$ cat src/rtl/pipe_stage_skid.sv
// pipe_stage_skid: pipeline stage register with valid/ready handshake and a
// 2-entry skid buffer (main + skid). in_ready is registered so there is no
// combinational ready path between neighbouring stages. Control bits are
// zeroed on bubbles and flushes, so an invalid entry always behaves as a NOP.
// Optional statistics counters are built when PIPE_STAT_EN is defined.
module pipe_stage_skid #(
   parameter int DATA_W = 32,
   parameter int CTRL_W = 16
`ifdef PIPE_STAT_EN
   ,
   parameter int STAT_W = 16
`endif
) (
   input  logic              clk,
   input  logic              rst_n,
   input  logic              flush,
   input  logic              in_valid,
   output logic              in_ready,
   input  logic [DATA_W-1:0] in_data,
   input  logic [CTRL_W-1:0] in_ctrl,
   output logic              out_valid,
   input  logic              out_ready,
   output logic [DATA_W-1:0] out_data,
   output logic [CTRL_W-1:0] out_ctrl
`ifdef PIPE_STAT_EN
   ,
   output logic [STAT_W-1:0] stall_cnt,
   output logic [STAT_W-1:0] flush_cnt
`endif
);

   typedef enum logic [1:0] {EMPTY = 2'd0, ONE = 2'd1, FULL = 2'd2} state_t;

   state_t              state_q, state_d;
   logic                in_ready_q, in_ready_d;
   logic [DATA_W-1:0]   main_data_q, main_data_d;
   logic [CTRL_W-1:0]   main_ctrl_q, main_ctrl_d;
   logic [DATA_W-1:0]   skid_data_q, skid_data_d;
   logic [CTRL_W-1:0]   skid_ctrl_q, skid_ctrl_d;
   logic                acc, emit;

   assign out_valid = (state_q != EMPTY);
   assign in_ready  = in_ready_q;
   assign out_data  = main_data_q;
   // Gate by the valid bit so a stale control word can never leak out.
   assign out_ctrl  = out_valid ? main_ctrl_q : '0;

   assign acc  = in_valid & in_ready_q;
   assign emit = out_valid & out_ready;

   // Next-state and entry movement; flush overrides everything else.
   always_comb begin
      state_d     = state_q;
      main_data_d = main_data_q;
      main_ctrl_d = main_ctrl_q;
      skid_data_d = skid_data_q;
      skid_ctrl_d = skid_ctrl_q;
      if (flush) begin
         // Payload is left alone; only validity and control are killed.
         state_d     = EMPTY;
         main_ctrl_d = '0;
         skid_ctrl_d = '0;
      end else begin
         unique case (state_q)
            EMPTY: begin
               if (acc) begin
                  state_d     = ONE;
                  main_data_d = in_data;
                  main_ctrl_d = in_ctrl;
               end
            end
            ONE: begin
               if (acc && emit) begin
                  main_data_d = in_data;
                  main_ctrl_d = in_ctrl;
               end else if (acc) begin
                  state_d     = FULL;
                  skid_data_d = in_data;
                  skid_ctrl_d = in_ctrl;
               end else if (emit) begin
                  state_d     = EMPTY;
                  main_ctrl_d = '0;
               end
            end
            FULL: begin
               // in_ready_q is low here, so no new entry can arrive.
               if (emit) begin
                  state_d     = ONE;
                  main_data_d = skid_data_q;
                  main_ctrl_d = skid_ctrl_q;
                  skid_ctrl_d = '0;
               end
            end
            default: begin
               state_d     = EMPTY;
               main_ctrl_d = '0;
               skid_ctrl_d = '0;
            end
         endcase
      end
      in_ready_d = (state_d != FULL);
   end

   // State, ready and entry registers.
   always_ff @(posedge clk or negedge rst_n) begin
      if (!rst_n) begin
         state_q     <= EMPTY;
         in_ready_q  <= 1'b1;
         main_data_q <= '0;
         main_ctrl_q <= '0;
         skid_data_q <= '0;
         skid_ctrl_q <= '0;
      end else begin
         state_q     <= state_d;
         in_ready_q  <= in_ready_d;
         main_data_q <= main_data_d;
         main_ctrl_q <= main_ctrl_d;
         skid_data_q <= skid_data_d;
         skid_ctrl_q <= skid_ctrl_d;
      end
   end

`ifdef PIPE_STAT_EN
   logic [STAT_W-1:0] stall_cnt_q, stall_cnt_d;
   logic [STAT_W-1:0] flush_cnt_q, flush_cnt_d;

   function automatic logic [STAT_W-1:0] sat_inc(input logic [STAT_W-1:0] v);
      return (&v) ? v : v + 1'b1;
   endfunction

   // Saturating statistics: stalled cycles and flushes that killed something.
   always_comb begin
      stall_cnt_d = stall_cnt_q;
      flush_cnt_d = flush_cnt_q;
      if (out_valid && !out_ready) stall_cnt_d = sat_inc(stall_cnt_q);
      if (flush && out_valid)      flush_cnt_d = sat_inc(flush_cnt_q);
   end

   // Counter registers, cleared only by reset.
   always_ff @(posedge clk or negedge rst_n) begin
      if (!rst_n) begin
         stall_cnt_q <= '0;
         flush_cnt_q <= '0;
      end else begin
         stall_cnt_q <= stall_cnt_d;
         flush_cnt_q <= flush_cnt_d;
      end
   end

   assign stall_cnt = stall_cnt_q;
   assign flush_cnt = flush_cnt_q;
`endif

endmodule
$ cat config.mk
export PLATFORM = sky130hd
export DESIGN_NAME = pipe_stage_skid
export DESIGN_NICKNAME = d
export VERILOG_FILES = /design/src/rtl/pipe_stage_skid.sv
export SDC_FILE = /design/constraint.sdc
export NUM_CORES = 1
export LEC_CHECK = 0
export CAP_MARGIN = 30
export CORE_UTILIZATION = 50
export CTS_BUF_LIST = sky130_fd_sc_hd__clkbuf_4
export DETAILED_ROUTE_END_ITERATION = 8
export MAX_ROUTING_LAYER = met4
export PLACE_DENSITY = 0.79
export SETUP_SLACK_MARGIN = 0.3
export SYNTH_ARGS = -nofsm -noshare
export SYNTH_HDL_FRONTEND = slang
export SYNTH_SLANG_ARGS = --single-unit
$ cat constraint.sdc
create_clock -name clk -period 1.9 [get_ports clk]
set_input_delay 0.285 -clock clk [delete_from_list [all_inputs] [get_ports clk]]
set_output_delay 0.285 -clock clk [all_outputs]
set_load 0.03 [all_outputs]
==> key figures <==
Routing
  – DRC violation total after the first TritonRoute iteration: 140
  – Post-route ant nets: 0
  – Vias: ~3700
  – Vias per std cell: about 5.7
  – Post-route DRC: 0
  – First-pass iteration count of the detailed router: 4
  – WL per Instance: a little under 20 microns
  – Post-Route WL: 12.6 mm

Final layout
  – Cell area after layout: between 6000 and 7000 sq um
  – Diodes inserted: 0
  – Layout area overhead: 52.0%
  – Final nets: a little under 600
  – Non-Filler Instances: 650
  – Fill count: approximately 530
  – Layout cell share with drive strength beyond 1: 0.411

Worst setup path
  – Crit path DAT: ~2.2 ns
  – Max incr delay on CP: approximately 0.48 ns
  – CP max FO: 6
  – Worst R2R Path Depth: 7
  – Critical path launch point type: flop
  – Cell family with most CP delay: buffers and inverters
  – Cell Chain, Critical Path: buf_6 -> nor2b_4 -> o41a_4 -> buf_12 -> buf_12 -> buf_16 -> o21ai_2
  – Crit Reg-Reg Startpoint: state_q[0]$_DFF_PN0_
  – Reg-to-reg endpoint: out_data[0]$_DFFE_PN0P_
  – CP endpoint kind: flop
  – CP bufs+invs: 4
  – Reg2reg setup slack: 0.08 ns
  – Worst setup path class: reg -> reg
  – Slowest cell on crit path: o41a_4
  – Most used cell along the critical path: buf_12
  – CP required: 2.31 ns

Placement
  – Pre-CTS setup slack: -0.0868 ns
  – Total cell area at the placement stage: slightly below 6000 sq um
  – Dpl cells: around 600
  – Post-DP HPWL: between 6 and 7 mm
  – GP Congestion: 0.773
  – PortBufs: 102

Global route
  – Total track usage: 0.258
  – Largest net degree at the start of global routing: 47
  – Vias in the first global route: roughly 3700
  – Remaining Overflow, GRT: 0
  – Antenna violations before repair: 0
  – First-pass GRT wire length: 18.9 mm

Clock network
  – Clock slew at reported path FFs: 0.17 ns
  – Clock latency on the worst-skew pair: between 0.4 and 0.5 ns
  – CTS tree: built
  – Clock Tree Buf Depth: 2
  – Number of buffers created by CTS: 9
  – Root Buffer: clkbuf_4
  – H-tree depth: 3
  – # clock sinks: 99

STA
  – Max Freq: between 0.5 and 0.6 GHz
  – Final Max Slew Viols: 0
  – Minimum clock period: roughly 1.8 ns
  – Finish-stage setup viols: 0
  – Slew HR: 0.669
  – Final hold vios: 0
  – Worst Max-Slew Pin Slew: about 0.50 ns
  – RSZ-0062 raised after global routing: yes
  – Clock Skew: about 0.017 ns
  – Tcrit/Tclk final: 0.959
  – Final Worst Setup Slack: ~0.079 ns

Logic synthesis
  – Synth cell count leaders: dfrtp_1, nand2_1, mux2i_1, o21ai_0, mux2_2
  – Distinct cell type count after synthesis: 35
  – Seq/Total Area, Yosys: 0.543
  – Number of flops mapped to enable cells by yosys: 0
  – Flop and latch count out of synthesis: 99
  – Synth area leader: dfrtp_1
  – Mapped Nets: around 450
  – Most common cell in the synthesized netlist: dfrtp_1
  – Yosys warnings: 0
  – Post-synth top area share: 0.538
  – Post-Syn Area: approximately 4600 sq um
  – Asr flop ratio synth: 1.00
  – Mapped Cells: around 400
  – Synth Flop Type: dfrtp_1
  – Synthesized area per cell: 11.5 sq um
  – Synth area leaders: dfrtp_1, mux2i_1, mux2_2

Die
  – Die area: around 9500 sq um
  – Chip width: 97.5 microns
  – Site Rows: 34
  – Initial Utilization: 0.520
  – Core Region: roughly 8800 sq um
  – I/O Pins: a little over 100
  – Die Ht: approximately 98 microns

Power and ir drop
  – Leak pwr: roughly 3.3 nW
  – VDD IR-drop max: roughly 0.00057 V
  – Pwr Density: between 800 and 900 nW/um^2
  – Final Power: 5.70 mW

Run status
  – Status: complete, no violations

Min path
  – Type of the worst min-delay path: in -> async

Job
  – Max_cap viols: 0
==> what timing repair did <==
item	4_1_cts	5_1_grt
buffers inserted	13	4
cloned	12	6
endpoints found under the hold margin	32	0
hold buffers	1	0
resized for setup	122	109
endpoints found under the setup margin	113	124
pin swaps	26	34
==> kinds of logic after synthesis <==
group / Yosys count / synth area share
buffers and inverters: 33 / 0.0362
flip-flops: 99 / 0.543
XOR/XNOR: 1 / 0.00192
AO/OA/AOI/OAI: 86 / 0.128
AND/OR/NAND/NOR: 97 / 0.106
multiplexers: 80 / 0.184
==> area by class of cell <==
class                           instances  area (sq um)  area share
Multi-Input combinational cell        267          2370       0.341
Clock inverter                          7          85.1      0.0123
Sequential cell                        99          2480       0.358
Tap cell                              108           135      0.0195
Inverter                                4          15.0     0.00217
Clock buffer                            9          67.6     0.00975
Timing Repair Buffer                  156          1780       0.257
==> how the worst max path moves through the flow <==
stage / slack, ns / cells after the start / from / end
finish: 0.08 / 7 / state_q[0]$_DFF_PN0_ / out_data[0]$_DFFE_PN0P_
global route: 0.02 / 5 / state_q[1]$_DFF_PN0_ / out_ctrl[15]
CTS: 0.06 / 5 / state_q[0]$_DFF_PN0_ / out_ctrl[10]
detailed placement: -0.09 / 5 / in_valid / skid_ctrl_q[0]$_DFFE_PN0P_
global placement: -0.02 / 5 / in_valid / skid_ctrl_q[15]$_DFFE_PN0P_
floorplan: 0.11 / 6 / in_ready$_DFF_PN1_ / main_ctrl_q[10]$_DFFE_PN0P_
==> cell usage in the layout, fill, tap and decap left out, types with 3 or more instances in the layout <==
cell and instances:
o2bb2ai_1 16, mux2i_1 48, clkdlybuf4s50_1 51, nor2b_1 6
a22o_1 11, nand2_4 21, clkdlybuf4s15_1 3, clkbuf_2 15
nand2_1 21, o21ai_1 8, nand2_2 8, buf_12 11
dfrtp_1 96, nand3_1 17, o21ai_0 17, nor2b_4 9
a22o_4 3, buf_16 11, clkbuf_4 10, mux2_2 32
clkbuf_16 3, dlygate4sd2_1 14, buf_4 24, buf_6 22
o21ai_2 24
==> power breakdown <==
part           internal (mW)  switching [mW]
combinational          0.865           0.886
clock                  0.422           0.774
sequential              2.48           0.269
==> registers in the layout (all words and copies together), names as in the netlist <==
name and count:
in_ready 1, main_ctrl_q 16, out_data 32, skid_ctrl_q 16
skid_data_q 32, state_q 2
==> routing by layer <==
| layer | part of all wire | track usage | vias to the layer above |
|---|---|---|---|
| met4 | 0.0081 | 0.0622 | 0 |
| li1 | - | - | 1715 |
| met2 | 0.53 | 0.437 | 145 |
| met5 | 0 | - | - |
| met1 | 0.41 | 0.315 | 1826 |
| met3 | 0.058 | 0.0568 | 9 |
==> through the flow <==
stage / utilization / hold WS (ns) / TNS, ns
finish: 0.791 / 0.292 / 0
global route: 0.791 / 0.317 / 0
CTS: 0.751 / 0.289 / 0
detailed placement: 0.666 / 0.281 / -1.95
global placement: 0.666 / 0.277 / -0.217
floorplan: - / -0.0106 / 0
(Power assumes the default switching activity.)
